File: config.mk
export PLATFORM = sky130hd
export DESIGN_NAME = memory_bus_responder
export DESIGN_NICKNAME = d
export VERILOG_FILES = /design/src/rtl/memory_bus_responder_pkg.sv /design/src/rtl/memory_bus_responder_timeout.sv /design/src/rtl/memory_bus_responder.sv
export SDC_FILE = /design/constraint.sdc
export NUM_CORES = 1
export LEC_CHECK = 0
export CAP_MARGIN = 20
export CORE_AREA = 2 2 121 123
export CTS_CLUSTER_DIAMETER = 200
export DETAILED_ROUTE_END_ITERATION = 6
export DIE_AREA = 0 0 123 125
export GPL_TIMING_DRIVEN = 0
export MAX_ROUTING_LAYER = met4
export PLACE_DENSITY = 0.77
export SYNTH_ARGS = -nofsm -noshare
export SYNTH_HDL_FRONTEND = slang
export SYNTH_SLANG_ARGS = --single-unit
export TNS_END_PERCENT = 100
File: constraint.sdc
create_clock -name clk -period 1.9 [get_ports clk]
set_input_delay 0.38 -clock clk [delete_from_list [all_inputs] [get_ports clk]]
set_output_delay 0.38 -clock clk [all_outputs]
set_load 0.01 [all_outputs]
File: src/rtl/memory_bus_responder_pkg.sv
// memory_bus_responder_pkg: FSM encoding, region indices and timeout default for the bus responder
package memory_bus_responder_pkg;
  typedef enum logic [1:0] {IDLE, ACCESS, RESP, ERR} state_t;
  localparam int BRAM = 0;
  localparam int SRAM = 1;
  localparam int FLASH = 2;
  localparam int PERIPH = 3;
  localparam int TIMEOUT_DEFAULT = 16;
  function automatic logic [3:0] lowest_sel(input logic [3:0] sel);
    return sel & (~sel + 4'd1);
  endfunction
endpackage

File: src/rtl/memory_bus_responder_timeout.sv
// bus_timeout_counter: counts enabled cycles from zero, flags the last allowed one
module bus_timeout_counter
  import memory_bus_responder_pkg::*;
#(
  parameter int TIMEOUT = TIMEOUT_DEFAULT
) (
  input  logic clk,
  input  logic rst,
  input  logic clear,
  input  logic enable,
  output logic expired
);
  localparam int W = TIMEOUT > 1 ? $clog2(TIMEOUT) : 1;
  logic [W-1:0] count;
  always_ff @(posedge clk)
    if (rst || clear) count <= '0;
    else if (enable) count <= count + W'(1);
  assign expired = count == W'(TIMEOUT - 1);
endmodule

File: src/rtl/memory_bus_responder.sv
// memory_bus_responder: routes one master transfer to a selected slave with timeout and unmapped-error handling
module memory_bus_responder
  import memory_bus_responder_pkg::*;
#(
  parameter int TIMEOUT = TIMEOUT_DEFAULT
) (
  input  logic        clk,
  input  logic        rst,
  input  logic        m_req,
  input  logic        m_we,
  input  logic [31:0] m_addr,
  input  logic [31:0] m_wdata,
  output logic        m_ready,
  output logic [31:0] m_rdata,
  output logic        m_err,
  input  logic [3:0]  region_sel,
  output logic [3:0]  s_req,
  output logic        s_we,
  output logic [31:0] s_addr,
  output logic [31:0] s_wdata,
  input  logic [3:0]  s_ack,
  input  logic [31:0] s_rdata0,
  input  logic [31:0] s_rdata1,
  input  logic [31:0] s_rdata2,
  input  logic [31:0] s_rdata3
);
  state_t state, state_n;
  logic [3:0] sel_r, sel_n;
  logic hit, expired, accept;
  logic [31:0] rd;
  bus_timeout_counter #(.TIMEOUT(TIMEOUT)) u_timeout (
    .clk(clk),
    .rst(rst),
    .clear(state != ACCESS),
    .enable(state == ACCESS),
    .expired(expired)
  );
  assign sel_n = lowest_sel(region_sel);
  assign accept = state == IDLE && m_req;
  assign hit = state == ACCESS && |(s_ack & sel_r);
  assign rd = sel_r[BRAM] ? s_rdata0 : sel_r[SRAM] ? s_rdata1 : sel_r[FLASH] ? s_rdata2 : s_rdata3;
  // an ack on the timeout cycle still wins over the error
  always_comb begin
    state_n = IDLE;
    case (state)
      IDLE:    state_n = m_req ? (|sel_n ? ACCESS : ERR) : IDLE;
      ACCESS:  state_n = hit ? RESP : expired ? ERR : ACCESS;
      default: state_n = IDLE;
    endcase
  end
  always_ff @(posedge clk) begin
    if (rst) begin
      state   <= IDLE;
      sel_r   <= '0;
      s_req   <= '0;
      s_we    <= 1'b0;
      s_addr  <= '0;
      s_wdata <= '0;
      m_ready <= 1'b0;
      m_err   <= 1'b0;
      m_rdata <= '0;
    end else begin
      state   <= state_n;
      if (accept) begin
        sel_r   <= sel_n;
        s_we    <= m_we;
        s_addr  <= m_addr;
        s_wdata <= m_wdata;
      end
      s_req   <= state_n == ACCESS ? (accept ? sel_n : sel_r) : '0;
      m_ready <= state_n == RESP || state_n == ERR;
      m_err   <= state_n == ERR;
      m_rdata <= hit && !s_we ? rd : '0;
    end
  end
endmodule
; ---- Yosys cells after proc, flatten, opt, wreduce, memory -nomap -nowiden
; Cells that the tools add are included.
[word_totals]
elab_cells = 43
output_inout_bits = 103
in_bits = 204
ff_bits = 113
[op_classes]
reduce_logical = 11
n_addsub = 2
n_bitwise = 5
eq_ne = 6
n_mux = 9
[ops]
columns = op, count
row1 = $mux W32, 3
row2 = $add A4 B1 Y4 const B, 2
row3 = $and A4 B4 Y4, 2
row4 = $mux W2, 4
row5 = $reduce_or A4 Y1, 2
row6 = $eq A2 B1 Y1 const B, 2
row7 = $eq A2 B2 Y1 const B, 2
row8 = $eq A4 B4 Y1 const B, 1
row9 = $mux W4, 1
row10 = $not A4 Y4, 1
row11 = $pmux W2 S2, 1
row12 = $reduce_or A2 Y1, 2
row13 = $logic_and A1 B1 Y1, 3
row14 = $logic_not A2 Y1, 1
row15 = $logic_or A1 B1 Y1, 2
row16 = $ne A2 B1 Y1 const B, 1
row17 = $not A1 Y1, 2
row18 = $logic_not A1 Y1, 1

; ---- Depth between registers and ports, before layout
[logic_depth]
word_depth = 10
mapped_depth = 5

; ---- Cells and area by module
; A second synthesis with hierarchy kept.
[hier_totals]
hier_cells = 566
hier_area_um2 = 4720.8
[by_module_without_submodules]
columns = module, cells_each, n_inst, area_each_um2
row1 = memory_bus_responder, 548, 1, 4526.8
row2 = bus_timeout_counter, 18, 1, 193.9

; ---- Worst setup path after synthesis
; OpenSTA, ideal clock, no wires.
[synth_path]
path_type = register to register
startpoint = register sel_r[2]
endpoint = register m_rdata[10]
period_less_slack_ns = 1.511
stages_incl_launch_ff = 6
n_path_buf = 2
arrival_time_ns = 1.391
t_required_ns = 1.780
slack_ns = 0.389
path_cell_list = dfxtp_1 > buf_2 > clkbuf_1 > mux2_2 > o211ai_1 > a21oi_2
[synth_between]
elab_chain_len = 6
[synth_rtl]
columns = item, line
row1 = "start, declared", memory_bus_responder.sv:28  ; logic [3:0] sel_r, sel_n;
row2 = "start signal, assigned", memory_bus_responder.sv:65  ; sel_r <= sel_n;
row3 = $and A4 B4 Y4, memory_bus_responder.sv:40  ; assign hit = state == ACCESS && |(s_ack & sel_r);
row4 = $reduce_or A4 Y1, memory_bus_responder.sv:40
row5 = $logic_and A1 B1 Y1, memory_bus_responder.sv:40
row6 = $logic_and A1 B1 Y1, memory_bus_responder.sv:73  ; m_rdata <= hit && !s_we ? rd : '0;
row7 = $not A1 Y1 (no source line), -
row8 = $reduce_or A2 Y1 (no source line), -
row9 = "end signal, assigned", memory_bus_responder.sv:73
row10 = "end, declared", memory_bus_responder.sv:14  ; output logic [31:0] m_rdata,
; Parallel ways exist; a longest one is shown, timed or not.
; A chain may end at the register's enable or synchronous reset.

; ---- Worst setup path in the final report
[layout_path]
startpoint = register sel_r[2]
endpoint = register m_rdata[30]
; Same word-level chain as after synthesis.

==> results by group <==
Timing
  • Endpoints failing hold: 0
  • Final setup viols: 0
  • Crit share post-route: roughly 94%
  • Clock Skew: just under 0.009 ns
  • Max Slew Vio Count: 0
  • Fmax: ~0.56 GHz
  • Final WS setup: around 0.11 ns
  • Slew @ Worst Pin: approximately 0.56 ns
  • Crit path time final: around 1.8 ns
  • Unrepaired setup endpoints after global routing: yes
  • Slew headroom: 62.7%

Routing
  • Vias per cell: ~4.7
  • DR vias: a little over 5000
  • DRC: 0
  • DRT Pass-1 Iters: 4
  • Iteration-0 DRC Markers: roughly 180
  • Final ANT Viol Nets: 0
  • DRT Wirelength: ~17000 µm
  • Routed len/inst: approximately 16 µm

Floorplanning
  • Cell row count: 44
  • Die Y: approximately 130 µm
  • DIE WIDTH: ~120 µm
  • Initial Utilization: about a third
  • I/O Pins: roughly 300
  • Die area: approximately 0.015 mm²
  • Core footprint: approximately 0.014 mm²

Logic synthesis
  • Post-synthesis sequential area ratio: between 40% and 50%
  • Async S/R FF share, synth: 0%
  • Post-synthesis cell type count: 34
  • Net Count, Synth: 760
  • Post-synth top area cell: dfxtp_1
  • Synth Area per Inst: 8.63 µm²
  • Yosys reg bits: approximately 110
  • Post-synth EDFFs: 0
  • Synth warnings: 0
  • Synth Instances: 555
  • Mapped Area: 0.00479 mm²
  • Top_reg_cell synth: dfxtp_1
  • Share of the synthesized area in the top cell type: 47.2%
  • Top cells by area, synth: dfxtp_1 47%, nand2_1 13%, mux2_2 7.5%, a21oi_1 7.3%, a21oi_2 5.5%

Finish
  • Design Area, Final: about 0.0087 mm²
  • # fillers: ~1300
  • Fin cells: approximately 1100
  • Layout cells sized above 1: 12.9%
  • Area growth syn-to-layout: 82.2%
  • Layout Nets: between 1000 and 1500
  • Antenna Cells: 0

Worst setup path
  • Worst path cell trace: buf_2, clkbuf_1, mux2_2, o211ai_1, a21oi_2
  • CP Capture Type: register
  • Setup crit start kind: register
  • CP max FO: 10
  • Critical path arrival: ~2.1 ns
  • Critical Path RT: between 2 and 2.5 ns
  • Buf/Inv on CP: 2
  • Slowest stage delay, CP: ~0.47 ns
  • R2r setup slk: 0.11 ns
  • CP Class: register to register
  • Slowest stage cell, crit path: clkbuf_1
  • Cell family with most CP delay: buffers and inverters

Placement
  • HPWL after detailed placement: ~13000 µm
  • Inst Count DP: roughly 1000
  • Gp weighted congestion: 0.838
  • DP Worst Slack: -0.321 ns
  • Placed cell areas: roughly 0.0081 mm²
  • PortBufs: about 310

Clock network
  • Total CTS buffers: 17
  • H-tree Lvls: 4
  • Clock sink total: about 110
  • CTS root buffer: clkbuf_16
  • Clock transition at path regs: about 0.060 ns
  • CTS tree: built
  • Clock latency on the worst-skew pair: slightly above 0.4 ns
  • Clock Tree Buf Depth: 2
  • Hold-fix buffers, CTS: 0

Power and ir drop
  • Leak: 3.11 nW
  • Power density over cell area: 836 mW/mm²
  • Peak supply drop: approximately 550 µV

Global route
  • Number of global-route vias before repair: about 4900
  • Initial antenna violation count: 0
  • Largest net degree at the start of global routing: 17
  • First-pass GRT wire length: between 20000 and 30000 µm
  • Total GRT Usage: between 20% and 30%
  • Gr ovfl total: 0

Min path
  • Worst min path class: register to register

Job
  • Max-cap violations: 0

Run status
  • Status: finished, final reports clean
worst paths after layout:
check,start,endpoint,cells past startpoint
hold reg to reg,s_wdata[25],s_wdata[25],2
hold / removal,s_wdata[25],s_wdata[25],2
setup / recovery,sel_r[2],m_rdata[30],5
setup reg to reg,sel_r[2],m_rdata[30],5
cells by family (layout without fill, tap and decap cells):
| family | after synthesis | in the layout | share of synthesized area (%) |
|---|---|---|---|
| XOR/XNOR | 2 | 2 | 0.366 |
| AO/OA/AOI/OAI | 138 | 138 | 19.1 |
| multiplexers | 36 | 36 | 8.36 |
| flip-flops | 113 | 113 | 47.2 |
| AND/OR/NAND/NOR | 218 | 218 | 20.2 |
| adder cells (fa/ha/maj) | 1 | 1 | 0.261 |
| buffers and inverters | 47 | 385 | 4.49 |
power breakdown:
| group | total, W | internal [W] | switching [W] |
|---|---|---|---|
| combinational | 0.00129 | 0.000761 | 0.000532 |
| clock | 0.00344 | 0.00235 | 0.00110 |
| sequential | 0.00256 | 0.00250 | 0.0000616 |
layer usage:
metal	track usage [%]	part of all wire [%]	wire length [µm]
met5	-	0	0
met2	38.6	50	8510
met3	9.12	10	1780
met4	7.95	1.6	278
met1	22.4	38	6380
per-stage QoR:
| step | util [%] | TNS [ns] | power, W | hold WS [ns] |
|---|---|---|---|---|
| global placement | 56.9 | -13.96 | 0.00390 | 0.430 |
| floorplan | - | 0 | 0.00313 | 0.418 |
| detailed placement | 56.9 | -15.28 | 0.00391 | 0.439 |
| CTS | 61.4 | 0 | 0.00738 | 0.448 |
| finish | 61.4 | 0 | 0.00730 | 0.451 |
| global route | 61.4 | -0.00641 | 0.00758 | 0.463 |
worst min-delay path: stages, from the launching register on:
cell and delay [ns]:
dfxtp_1 0.30, nand2_1 0.05, a21oi_1 0.05
cells in the mapped netlist (3+ instances only):
cell type  count
o211ai_1      32
nor4_1         4
mux2i_1        4
nand2b_1      27
a21oi_1       70
or2b_1         5
dfxtp_1      113
buf_6          3
clkbuf_1      21
a21oi_2       30
nand2_1      162
inv_1          4
nor2_1         7
buf_2         13
mux2_2        32
buf_1          6
flip-flops by register name, indices dropped and copies added, names as in the netlist:
name,count
u_timeout.count,4
s_addr,32
m_err,1
s_wdata,32
m_ready,1
m_rdata,32
s_req,4
s_we,1
state,2
sel_r,4
final cells by class:
type	instances	area, µm²	area share [%]
clock inverter	11	185	2.12
multi-input combinational	395	2310	26.5
tap	184	230	2.64
inverter	4	15.0	0.172
clock buffer	21	450	5.16
sequential	113	2260	25.9
timing repair buffer	306	3060	35.1
buffer	43	206	2.37
cells in the final DEF, fill, tap and decap left out, types with 5 or more instances in the layout:
| cell | instances |
|---|---|
| bufinv_16 | 5 |
| nand2b_1 | 27 |
| mux2_2 | 32 |
| o211ai_1 | 32 |
| nand2_1 | 162 |
| dfxtp_1 | 113 |
| or2b_1 | 5 |
| clkbuf_1 | 21 |
| clkbuf_16 | 17 |
| a21oi_2 | 30 |
| nor2_1 | 7 |
| clkdlybuf4s50_1 | 306 |
| buf_2 | 13 |
| clkbuf_2 | 5 |
| a21oi_1 | 70 |
repair_timing:
item	in CTS	in global routing
buffers inserted	0	0
resized for setup	1	6
setup endpoints to repair	8	22
Power figures use the tool's default switching activity.
